## config.mk

```make
export PLATFORM = sky130hd
export DESIGN_NAME = serial_fs_flat
export DESIGN_NICKNAME = d
export VERILOG_FILES = /design/src/rtl/serial_fs_if.sv /design/src/rtl/serial_fs.sv /design/src/flat_wrapper.sv
export SDC_FILE = /design/constraint.sdc
export NUM_CORES = 1
export LEC_CHECK = 0
export ABC_AREA = 1
export BUFFER_PORTS_ARGS = -buffer_cell sky130_fd_sc_hd__buf_4
export CORE_UTILIZATION = 50
export CTS_BUF_LIST = sky130_fd_sc_hd__clkbuf_2 sky130_fd_sc_hd__clkbuf_4 sky130_fd_sc_hd__clkbuf_8
export DETAILED_ROUTE_END_ITERATION = 16
export PLACE_DENSITY = 0.73
export RECOVER_POWER = 100
export SYNTH_ARGS = -nofsm -noshare
export SYNTH_HDL_FRONTEND = slang
export SYNTH_SLANG_ARGS = --single-unit
```

## constraint.sdc

```tcl
create_clock -name clk -period 1.4 [get_ports clk]
set_input_delay 0.07 -clock clk [delete_from_list [all_inputs] [get_ports clk]]
set_output_delay 0.07 -clock clk [all_outputs]
set_load 0.02 [all_outputs]
```

## src/rtl/serial_fs_if.sv

```systemverilog
// Handshake and operand/result bundle between a controlling FSM (master)
// and the bit-serial subtractor (slave).
interface serial_fs_if #(
    parameter int WIDTH = 8
);
    logic             start;
    logic [WIDTH-1:0] a;
    logic [WIDTH-1:0] b;
    logic             busy;
    logic             done;
    logic [WIDTH-1:0] d;
    logic             bo;

    modport master (
        output start, a, b,
        input  busy, done, d, bo
    );

    modport slave (
        input  start, a, b,
        output busy, done, d, bo
    );
endinterface

```

## src/rtl/serial_fs.sv

```systemverilog
// Bit-serial WIDTH-bit subtractor: d = a - b, LSB first, one bit per clock,
// through a single full-subtractor cell with a registered borrow.
module serial_fs #(
    parameter int WIDTH = 8
) (
    input  logic        clk,
    input  logic        rst,
    serial_fs_if.slave  bus
);
    localparam int            CW   = $clog2(WIDTH) + 1;
    localparam logic [CW-1:0] LAST = CW'(WIDTH - 1);

    typedef enum logic [1:0] {
        IDLE = 2'd0,
        RUN  = 2'd1,
        DONE = 2'd2
    } state_t;

    // Returns {borrow_out, difference_bit} for one bit position.
    function automatic logic [1:0] fs_cell(input logic a0, input logic b0, input logic bin);
        logic dbit;
        logic brn;
        dbit = a0 ^ b0 ^ bin;
        brn  = (~a0 & b0) | (~a0 & bin) | (b0 & bin);
        return {brn, dbit};
    endfunction

    state_t           state_q, state_d;
    logic [WIDTH-1:0] a_sr_q, a_sr_d;
    logic [WIDTH-1:0] b_sr_q, b_sr_d;
    logic [WIDTH-1:0] d_sr_q, d_sr_d;
    logic             br_q, br_d;
    logic [CW-1:0]    cnt_q, cnt_d;
    logic [WIDTH-1:0] d_q, d_d;
    logic             bo_q, bo_d;
    logic             busy_q, busy_d;
    logic             done_q, done_d;

    logic             dbit_s;
    logic             brn_s;
    logic [WIDTH-1:0] d_shift_s;

    assign {brn_s, dbit_s} = fs_cell(a_sr_q[0], b_sr_q[0], br_q);

    // A one-bit datapath has no older bits to shift down.
    generate
        if (WIDTH == 1) begin : g_w1
            assign d_shift_s = dbit_s;
        end else begin : g_wn
            assign d_shift_s = {dbit_s, d_sr_q[WIDTH-1:1]};
        end
    endgenerate

    // Next-state, datapath and output-register logic.
    always_comb begin
        state_d = state_q;
        a_sr_d  = a_sr_q;
        b_sr_d  = b_sr_q;
        d_sr_d  = d_sr_q;
        br_d    = br_q;
        cnt_d   = cnt_q;
        d_d     = d_q;
        bo_d    = bo_q;
        case (state_q)
            IDLE: begin
                if (bus.start) begin
                    a_sr_d  = bus.a;
                    b_sr_d  = bus.b;
                    br_d    = 1'b0;
                    cnt_d   = '0;
                    state_d = RUN;
                end else begin
                    state_d = IDLE;
                end
            end
            RUN: begin
                d_sr_d = d_shift_s;
                a_sr_d = a_sr_q >> 1'b1;
                b_sr_d = b_sr_q >> 1'b1;
                br_d   = brn_s;
                cnt_d  = cnt_q + CW'(1);
                if (cnt_q == LAST) begin
                    d_d     = d_shift_s;
                    bo_d    = brn_s;
                    state_d = DONE;
                end else begin
                    state_d = RUN;
                end
            end
            DONE: begin
                state_d = IDLE;
            end
            default: begin
                state_d = IDLE;
            end
        endcase
        // Flags follow the upcoming state so they stay purely registered.
        busy_d = (state_d != IDLE);
        done_d = (state_d == DONE);
    end

    // State, datapath and output registers.
    always_ff @(posedge clk or posedge rst) begin
        if (rst) begin
            state_q <= IDLE;
            a_sr_q  <= '0;
            b_sr_q  <= '0;
            d_sr_q  <= '0;
            br_q    <= 1'b0;
            cnt_q   <= '0;
            d_q     <= '0;
            bo_q    <= 1'b0;
            busy_q  <= 1'b0;
            done_q  <= 1'b0;
        end else begin
            state_q <= state_d;
            a_sr_q  <= a_sr_d;
            b_sr_q  <= b_sr_d;
            d_sr_q  <= d_sr_d;
            br_q    <= br_d;
            cnt_q   <= cnt_d;
            d_q     <= d_d;
            bo_q    <= bo_d;
            busy_q  <= busy_d;
            done_q  <= done_d;
        end
    end

    assign bus.busy = busy_q;
    assign bus.done = done_q;
    assign bus.d    = d_q;
    assign bus.bo   = bo_q;
endmodule

```

## src/flat_wrapper.sv

```systemverilog
// flat-port wrapper written by rule: the top's interface ports become plain ports
module serial_fs_flat 
#(
    parameter int WIDTH = 8
)
  (clk, rst, bus_start, bus_a, bus_b, bus_busy, bus_done, bus_d, bus_bo);
  serial_fs_if #(.WIDTH(WIDTH)) bus_i ();
  input  logic clk;
  input  logic rst;
  input wire logic [$bits(bus_i.start)-1:0] bus_start;
  input wire logic [$bits(bus_i.a)-1:0] bus_a;
  input wire logic [$bits(bus_i.b)-1:0] bus_b;
  output wire logic [$bits(bus_i.busy)-1:0] bus_busy;
  output wire logic [$bits(bus_i.done)-1:0] bus_done;
  output wire logic [$bits(bus_i.d)-1:0] bus_d;
  output wire logic [$bits(bus_i.bo)-1:0] bus_bo;
  assign bus_i.start = bus_start;
  assign bus_i.a = bus_a;
  assign bus_i.b = bus_b;
  assign bus_busy = bus_i.busy;
  assign bus_done = bus_i.done;
  assign bus_d = bus_i.d;
  assign bus_bo = bus_i.bo;
  serial_fs #(.WIDTH(WIDTH)) u_core (.clk(clk), .rst(rst), .bus(bus_i));
endmodule
```

==> summary.md, run 1 <==
| Metric | Value |
|---|---|
| Setup Crit Path Kind | reg2reg |
| Final Cell Area | around 0.0022 mm² |
| DRT Wirelength | 3450 µm |
| Final WS setup | around 0.15 ns |
| Total Power | roughly 0.0043 W |
| Grt ovf | 0 |
| IO Pins | 30 |
| Commonest cells in the netlist | nand2_1 (87), dfrtp_1 (41), nand3_1 (36), buf_2 (5), inv_1 (4) |
| Die width | between 60 and 70 µm |
| Met3 GRT Util | approximately 5.9% |
| Cell family with most CP delay | simple AND/OR/NAND/NOR gates |
| Crit-path cells | inv_1, nand2_4, inv_6, nand2_2, nand2_1, nand2_1 |
| TNS Setup | 0 ns |
| Die height | 61.2 µm |
| Post_cts resized | 0 |
| Core area | about 0.0033 mm² |
| Total CTS buffers | 5 |
| Syn_nets | ~220 |
| HP Class | in2reg |
| Overall global routing resource usage | approximately 21% |
| Share of cells above drive strength 1 | between 10% and 20% |
| Total Die Area | 0.00374 mm² |
| TritonCTS Sinks | 41 |
| Vias | 1430 |
| CTS root buffer | clkbuf_4 |
| GP Congestion | about 0.80 |
| RSZ-0062 raised after global routing | false |
| Synth top area share | between 50% and 60% |
| Placed cell areas | around 0.0020 mm² |
| Yosys warning count | 0 |
| Max IR drop VDD | 966 µV |
| Worst-Margin Slew | a little under 1 ns |
| Drt drc | 0 |
| Slew HR | between 30 and 40% |
| DR pass1 iterations | 4 |
| Worst r2r src | u_core.state_q[1]$_DFF_PP0_ |
| Post-synthesis instance total | ~200 |
| Grt met2 use | roughly 36% |
| Minimum clock period | 1.25 ns |
| Crit path from | u_core.state_q[1]$_DFF_PP0_ |
| Layout Skew | roughly 0.0054 ns |
| Final #Nets | about 260 |
| TritonCTS clock tree | yes |
| CP arrival | approximately 1.5 ns |
| Number of synthesized flops with an enable pin | 0 |
| CTS max path bufs | 2 |
| Tcrit/Tclk final | about nine tenths |
| Initial antenna violation count | 0 |
| Total of max-cap violations | 0 |
| Final ANT Viol Nets | 0 |
| Pin count of the biggest net entering global routing | 42 |
| Synth cell types | 22 |
| WL/cell | 11.9 µm |
| Mean post-synth cell area | about 9 µm² |
| Register bit total from synthesis | between 40 and 50 |
| Hold path start | bus_start |
| Top_reg_cell synth | dfrtp_1 |
| First-pass GRT wire length | 5690 µm |
| Hpwl dp | 2050 µm |
| Skew-Pair Late Insertion Delay | about 0.34 ns |
| Most common cell on crit path | nand2_1 |
| Fin. max-slew vios | 0 |
| ANT cells | 0 |
| Reg clk slew, reported paths | 0.11 ns |
| DR iter-0 viols | 75 |
| Buffers added on ports | 29 |
| CP peak stage delay | around 0.37 ns |
| Crit path required time | between 1.5 and 2 ns |
| Vias per cell | between 4 and 5 |
| Crit-path slowest cell | dfrtp_1 |
| Row count | 21 |
| Synth top area cells | dfrtp_1 (59%), nand2_1 (19%), nand3_1 (10%), buf_2 (1.4%), buf_6 (1.3%) |
| Fill cell count | just over 300 |
| H-tree depth | 2 |
| PwrDens | slightly below 2000 mW/mm² |
| Count leader, synth | nand2_1 |
| Static leakage | around 1.1 nW |
| Setup violations, final | 0 |
| Buf/Inv on CP | 2 |
| Global routing met1 resource utilization | 26.2% |
| Sequential-to-total area share from yosys stat | approximately three fifths |
| Area leader, netlist | dfrtp_1 |
| Final hold violations | 0 |
| CP endpoint kind | register |
| Synthesis-to-finish area growth | 24.8% |
| Number of global-route vias before repair | about 1300 |
| Mapped cell area | around 0.0018 mm² |
| Post-place setup slack | around 0.13 ns |
| CP Max Fanout | 26 |
| Starting density of the core | a little over half |
| CP startpoint kind | register |
| Status | finished clean |
| Gr busiest metal | met2 |
| Post-synth ARST share | 100% |
| Fmax | about 800 MHz |
-- state kept, by name, indices dropped and copies added (netlist names) --
signal / count
u_core.bus.done: 1
u_core.d_sr_q: 7
u_core.state_q: 2
u_core.br_q: 1
u_core.bus.d: 8
u_core.bus.bo: 1
u_core.b_sr_q: 8
u_core.bus.busy: 1
u_core.cnt_q: 4
u_core.a_sr_q: 8
-- final cells by class --
cell class	count	area, µm²	area share, %
Clock buffer	7	65.1	2.98
Timing Repair Buffer	49	367	16.8
Inverter	6	27.5	1.26
Multi-Input combinational cell	140	637	29.2
Clock inverter	1	5.00	0.229
Sequential cell	41	1030	47.0
Tap cell	46	57.6	2.63
-- power breakdown --
| part | internal [W] | total, W | switching [W] |
|---|---|---|---|
| combinational | 0.000564 | 0.00161 | 0.00105 |
| clock | 0.000291 | 0.000653 | 0.000362 |
| sequential | 0.00169 | 0.00203 | 0.000336 |
-- repair_timing --
item,4_1_cts,5_1_grt
endpoints found under the hold margin,57,0
hold buffers,17,0
setup buffers,0,0
endpoints found under the setup margin,0,0
-- layer usage --
layer / up-vias / share of wire (%)
li1: 725 / -
met1: 667 / 47
met2: 33 / 48
met3: 5 / 3.6
met4: 0 / 1.3
met5: - / 0
-- stage by stage --
stage / utilization [%] / hold WS [ns] / instances
final: 65.5 / 0.0958 / 290
after global routing: 65.5 / 0.0795 / 290
after CTS: 66.9 / 0.0813 / 290
after detailed placement: 59.7 / 0.232 / 265
after global placement: 59.7 / 0.233 / 265
after floorplan: - / 0.180 / 195
-- path summary, 6_finish.rpt --
path,slack [ns],to,depth (start not counted)
worst max-delay path,0.15,u_core.bus.d[6]$_DFFE_PP0P_,6
worst min-delay path,0.1,u_core.bus.busy$_DFF_PP0_,3
worst max register to register,0.15,u_core.bus.d[6]$_DFFE_PP0P_,6
worst min register to register,0.49,u_core.bus.d[3]$_DFFE_PP0P_,2
max in group asynchronous,0.21,u_core.cnt_q[0]$_DFFE_PP0P_,4
min in group asynchronous,0.58,u_core.bus.d[6]$_DFFE_PP0P_,4
-- tightest hold or removal path: cells and delay by family --
family	cells	cell delay, ns
and+or+nand+nor	2	0.24
buffers and inverters	1	0.09
-- cells by family after synthesis --
| group | after synthesis | synth area share, % |
|---|---|---|
| flops | 41 | 58.6 |
| fa+ha+maj | 2 | 1.86 |
| buf+inv | 14 | 4.72 |
| simple gates | 134 | 33.5 |
| compound gates | 4 | 1.29 |
-- placed cells by master (no fill, tap or decap), types with 3 or more instances in the layout --
cell | netlist | layout
buf_4 | 1 | 20
clkbuf_1 | 0 | 11
clkbuf_4 | 0 | 5
dfrtp_1 | 41 | 41
dlygate4sd3_1 | 0 | 17
inv_1 | 4 | 5
nand2_1 | 87 | 87
nand3_1 | 36 | 37
nor2_1 | 3 | 3
Note: power is estimated with default switching activity, not from simulation.
==> inputs of run 2 (changes only) <==
Clock period 1.4 ns to 1.2 ns, I/O delays scaled along.
==> summary.md, run 2 (synthesis results as in run 1) <==
| Metric | Value |
|---|---|
| Status | finished clean |
| Minimum clock period | between 1 and 1.5 ns |
| Synthesis-to-finish area growth | 33.1% |
| Placed cell areas | 0.00208 mm² |
| Row count | 21 |
| Hpwl dp | between 2000 and 2500 µm |
| Share of cells above drive strength 1 | approximately a fifth |
| Comb power frac | about two fifths |
| Buf/Inv on CP | 1 |
| P_int | approximately 0.0033 W |
| ANT cells | 0 |
| HP Class | in2reg |
| Fin. max-slew vios | 0 |
| CP peak stage delay | ~0.56 ns |
| Total CTS buffers | 5 |
| Skew-Pair Late Insertion Delay | around 0.36 ns |
| FF/Latch Area | slightly above 0.001 mm² |
| Sequential share of power | between 40% and 50% |
| Vias | approximately 1500 |
| Vias per cell | 5.01 |
| Cell family with most CP delay | adder cells |
| Initial antenna violation count | 0 |
| CP Depth | 4 |
| Tcrit/Tclk final | a little over nine tenths |
| CP startpoint kind | register |
| Hold path depth | 3 |
| Die width | 61.2 µm |
| Setup violations, final | 0 |
| Pin count of the biggest net entering global routing | 42 |
| Final #Nets | ~270 |
| Crit-path slowest cell | fa_1 |
| Switching power | about 0.0022 W |
| Drt drc | 0 |
| Most common cell after layout, fill and taps aside | nand2_1 |
| Final Cell Area | around 0.0023 mm² |
| Grt ovf | 0 |
| Post-place setup slack | ~0.019 ns |
| Buffers added on ports | 29 |
| Sw Ratio | 39.7% |
| TritonCTS clock tree | yes |
| DR pass1 iterations | 4 |
| Fmax | ~840 MHz |
| Reg clk slew, reported paths | around 0.13 ns |
| Total of max-cap violations | 0 |
| CP Max Fanout | 2 |
| Total Die Area | 0.00374 mm² |
| Starting density of the core | between 50% and 60% |
| Crit-path cells | fa_1, inv_1, nand2_1, nand2_1 |
| RSZ-0062 raised after global routing | true |
| Multi-input logic area | between 600 and 700 µm² |
| Crit path required time | 1.47 ns |
| Final WS setup | 0.0138 ns |
| Worst reg2reg path depth | 4 |
| CP arrival | between 1 and 1.5 ns |
| CTS root buffer | clkbuf_4 |
| Overall global routing resource usage | about a fifth |
| Setup Crit Path Kind | reg2reg |
| Core area | around 0.0033 mm² |
| Number of global-route vias before repair | about 1300 |
| Commonest cells after routing, fill and taps aside | nand2_1 (86), dfrtp_1 (41), nand3_1 (36) |
| Most common cell on crit path | nand2_1 |
| Worst-Margin Slew | around 0.54 ns |
| H-tree depth | 2 |
| CTS max path bufs | 2 |
| IO Pins | 30 |
| Layout Skew | ~0.012 ns |
| Max IR drop VDD | between 900 and 1000 µV |
| CP endpoint kind | register |
| DRT Wirelength | around 3500 µm |
| First-pass GRT wire length | approximately 5500 µm |
| Final hold violations | 0 |
| Clock power share | between 10% and 20% |
| Fill cell count | between 200 and 300 |
| WL/cell | ~12 µm |
| Slew HR | between 60 and 70% |
| Die height | a little over 60 µm |
| GP Congestion | approximately 0.74 |
| DR iter-0 viols | 84 |
| PwrDens | 2370 mW/mm² |
| Static leakage | 1.17 nW |
| TritonCTS Sinks | 41 |
| Final ANT Viol Nets | 0 |
[run 2: cell types whose count changed in the layout (fill, tap and decap cells not counted), moves of 2 or more]
| cell | change |
|---|---|
| buf_4 | +3 |
| clkbuf_4 | +3 |
| buf_12 | +2 |
| nor2_4 | +2 |
| o21ai_0 | -2 |
| o21ai_1 | +2 |
[run 2: layer usage]
layer / global-route usage (%) / part of all wire [%] / wire [µm]
met4: 6.82 / 2.4 / 85
met3: 6.93 / 5.5 / 195
met2: 36.5 / 49 / 1740
met5: 0 / 0 / 0
met1: 23.2 / 43 / 1520
[run 2: worst paths after layout]
path                                              startpoint                           end  slack [ns]
worst max register to register       u_core.br_q$_DFFE_PP0P_   u_core.bus.d[7]$_DFFE_PP0P_        0.01
min in group asynchronous                                rst   u_core.bus.d[6]$_DFFE_PP0P_        0.39
worst min register to register  u_core.d_sr_q[1]$_DFFE_PP0P_  u_core.d_sr_q[1]$_DFFE_PP0P_        0.49
max in group asynchronous                                rst   u_core.bus.d[0]$_DFFE_PP0P_        0.44
worst max-delay path                 u_core.br_q$_DFFE_PP0P_   u_core.bus.d[7]$_DFFE_PP0P_        0.01
worst min-delay path                               bus_start     u_core.bus.busy$_DFF_PP0_        0.03
[run 2: cell type report]
class	count	share of cell area, %
flip-flops and latches	41	44.0
multi-input cells	141	29.3
clock inverters	2	1.61
repair buffers	56	19.2
well taps	46	2.47
clock buffers	6	2.20
inverters	6	1.18
[run 2: timing repair]
| item | 4_1_cts | 5_1_grt |
|---|---|---|
| gates resized for setup | 0 | 12 |
| endpoints found under the hold margin | 57 | 0 |
| setup buffers | 0 | 1 |
| setup endpoints to repair | 0 | 23 |
| hold buffers | 17 | 0 |
[run 2: worst reg2reg max path: stages, from the launching register on]
cell,delay [ns]
dfrtp_1,0.42
fa_1,0.56
inv_1,0.04
nand2_1,0.05
nand2_1,0.04
[run 2: power by group through the flow]
stage                     Sequential, W  Clock [W]  Combinational, W
after floorplan                 0.00253          0           0.00132
after global placement          0.00236          0           0.00217
after detailed placement        0.00237          0           0.00221
after CTS                       0.00235   0.000963           0.00227
after global routing            0.00243    0.00103           0.00252
final                           0.00236   0.000960           0.00221
[run 2: per-stage QoR]
| step | power, W | TNS, ns | std cells | hold slack (ns) | utilization (%) |
|---|---|---|---|---|---|
| floorplan | 0.00385 | 0 | 195 | 0.170 | - |
| global placement | 0.00453 | 0 | 271 | 0.140 | 62.2 |
| detailed placement | 0.00459 | 0 | 271 | 0.141 | 62.2 |
| CTS | 0.00558 | 0 | 296 | 0.0909 | 70.0 |
| global route | 0.00598 | -0.657 | 298 | 0.0401 | 69.8 |
| finish | 0.00553 | 0 | 298 | 0.0348 | 69.8 |
==> inputs of run 3 (changes only) <==
Settings changed: CELL_PAD_IN_SITES_DETAIL_PLACEMENT set to 1, CELL_PAD_IN_SITES_GLOBAL_PLACEMENT set to 1, CORE_UTILIZATION 50 to 43, PLACE_DENSITY 0.73 to 0.82.
==> summary.md, run 3 (synthesis results as in run 1) <==
| Metric | Value |
|---|---|
| TNS Setup | -0.0691 ns |
| CTS max path bufs | 2 |
| Status | finished with violations |
| Slew HR | 59.2% |
| Overall global routing resource usage | roughly a quarter |
| Fin. max-slew vios | 0 |
| Final ANT Viol Nets | 0 |
| Minimum clock period | ~1.2 ns |
| Vias per cell | ~5.2 |
| Fill cell count | 430 |
| Final #Nets | roughly 280 |
| Hold path start | bus_a[3] |
| CP startpoint kind | register |
| RSZ-0062 raised after global routing | true |
| GP Congestion | 0.762 |
| Most common cell after layout, fill and taps aside | nand2_1 |
| Post-place setup slack | -0.0573 ns |
| CTS root buffer | clkbuf_8 |
| Most common cell on crit path | nand2_1 |
| Crit path required time | ~1.4 ns |
| Core area | 0.00377 mm² |
| HP Class | in2reg |
| Final WS setup | -0.0495 ns |
| Layout Skew | between 0.005 and 0.006 ns |
| Synthesis-to-finish area growth | 36.9% |
| IO Pins | 30 |
| Total of max-cap violations | 0 |
| WL/cell | 16.9 µm |
| Total Die Area | approximately 0.0043 mm² |
| Crit-path cells | fa_1, inv_1, nand2_1, nand2_1 |
| Static leakage | ~1.2 nW |
| Number of global-route vias before repair | roughly 1700 |
| Setup violations, final | 4 |
| Buf/Inv on CP | 1 |
| Skew-Pair Late Insertion Delay | between 0.2 and 0.3 ns |
| Crit-path slowest cell | fa_1 |
| Setup Crit Path Kind | reg2reg |
| Grt ovf | 0 |
| Die height | about 66 µm |
| CP arrival | approximately 1.4 ns |
| Fmax | 800 MHz |
| Reg clk slew, reported paths | roughly 0.080 ns |
| Worst-Margin Slew | about 0.6 ns |
| Total Power | between 0.006 and 0.007 W |
| Share of cells above drive strength 1 | between 20% and 30% |
| CP peak stage delay | between 0.5 and 0.6 ns |
| TritonCTS Sinks | slightly above 40 |
| First-pass GRT wire length | slightly above 8000 µm |
| Max IR drop VDD | a little under 1000 µV |
| Buffers added on ports | 29 |
| Vias | between 1500 and 2000 |
| Drt drc | 0 |
| Pin count of the biggest net entering global routing | 25 |
| Starting density of the core | roughly 46% |
| Placed cell areas | ~0.0021 mm² |
| Row count | 22 |
| TritonCTS clock tree | yes |
| Failing checks | setup timing |
| DR pass1 iterations | 4 |
| DR iter-0 viols | between 100 and 150 |
| Total CTS buffers | 5 |
| H-tree depth | 2 |
| Die width | approximately 66 µm |
| Util after Layout | between 60% and 70% |
| Worst r2r src | u_core.br_q$_DFFE_PP0P_ |
| Initial antenna violation count | 0 |
| Final Cell Area | 0.00240 mm² |
| Cell family with most CP delay | adder cells |
| CP endpoint kind | register |
| Crit path from | u_core.br_q$_DFFE_PP0P_ |
| Final hold violations | 0 |
| PwrDens | around 2500 mW/mm² |
| Commonest cells after routing, fill and taps aside | nand2_1 (85), dfrtp_1 (41), nand3_1 (36) |
| Hpwl dp | 3090 µm |
| ANT cells | 0 |
| Tcrit/Tclk final | 104% |
| DRT Wirelength | about 5200 µm |
| CP Max Fanout | 2 |
-- run 3: what timing repair did --
item                       CTS  global route
hold endpoints to repair    56             0
buffers inserted             2             3
pin swaps                    2             2
setup endpoints to repair   14            16
resized for setup            4            11
hold buffers                16             0
gates cloned                 0             2
-- run 3: worst reg2reg max path, delay by kind of cell, from the launching register on --
family	cells	cell delay [ns]
buf+inv	1	0.05
flops	1	0.41
simple gates	2	0.11
fa+ha+maj	1	0.58
-- run 3: final timing paths --
path,end,slack (ns),cells past startpoint
setup reg to reg,u_core.bus.d[7]$_DFFE_PP0P_,-0.05,4
max in group asynchronous,u_core.b_sr_q[3]$_DFFE_PP0P_,0.26,4
min in group asynchronous,u_core.cnt_q[2]$_DFFE_PP0P_,0.47,4
hold reg to reg,u_core.bus.d[3]$_DFFE_PP0P_,0.50,2
setup / recovery,u_core.bus.d[7]$_DFFE_PP0P_,-0.05,4
hold / removal,u_core.a_sr_q[3]$_DFFE_PP0P_,0.03,3
-- run 3: stage by stage --
stage               instances  hold WS (ns)
detailed placement        275         0.152
finish                    305        0.0348
floorplan                 195         0.170
global placement          275         0.121
CTS                       300        0.0158
global route              305        0.0285
-- run 3: layout make-up --
type                            instances  area, µm²  share of cell area (%)
Clock buffer                            7       90.1                    3.76
Inverter                                6       35.0                    1.46
Multi-Input combinational cell        142        697                    29.1
Sequential cell                        41       1030                    42.8
Tap cell                               48       60.1                    2.51
Timing Repair Buffer                   61        488                    20.4
-- run 3: per-layer routing --
metal  track usage [%]  wire (µm)
met1              28.7       2010
met2              47.7       2860
met3              4.31        175
met4              10.3        103
met5                 0          0
-- run 3: where the power goes --
part           switching [W]  total (W)  internal [W]
Sequential          0.000435    0.00241       0.00198
Clock               0.000464   0.000943      0.000479
Combinational        0.00160    0.00265       0.00104
Total                0.00250    0.00600       0.00350
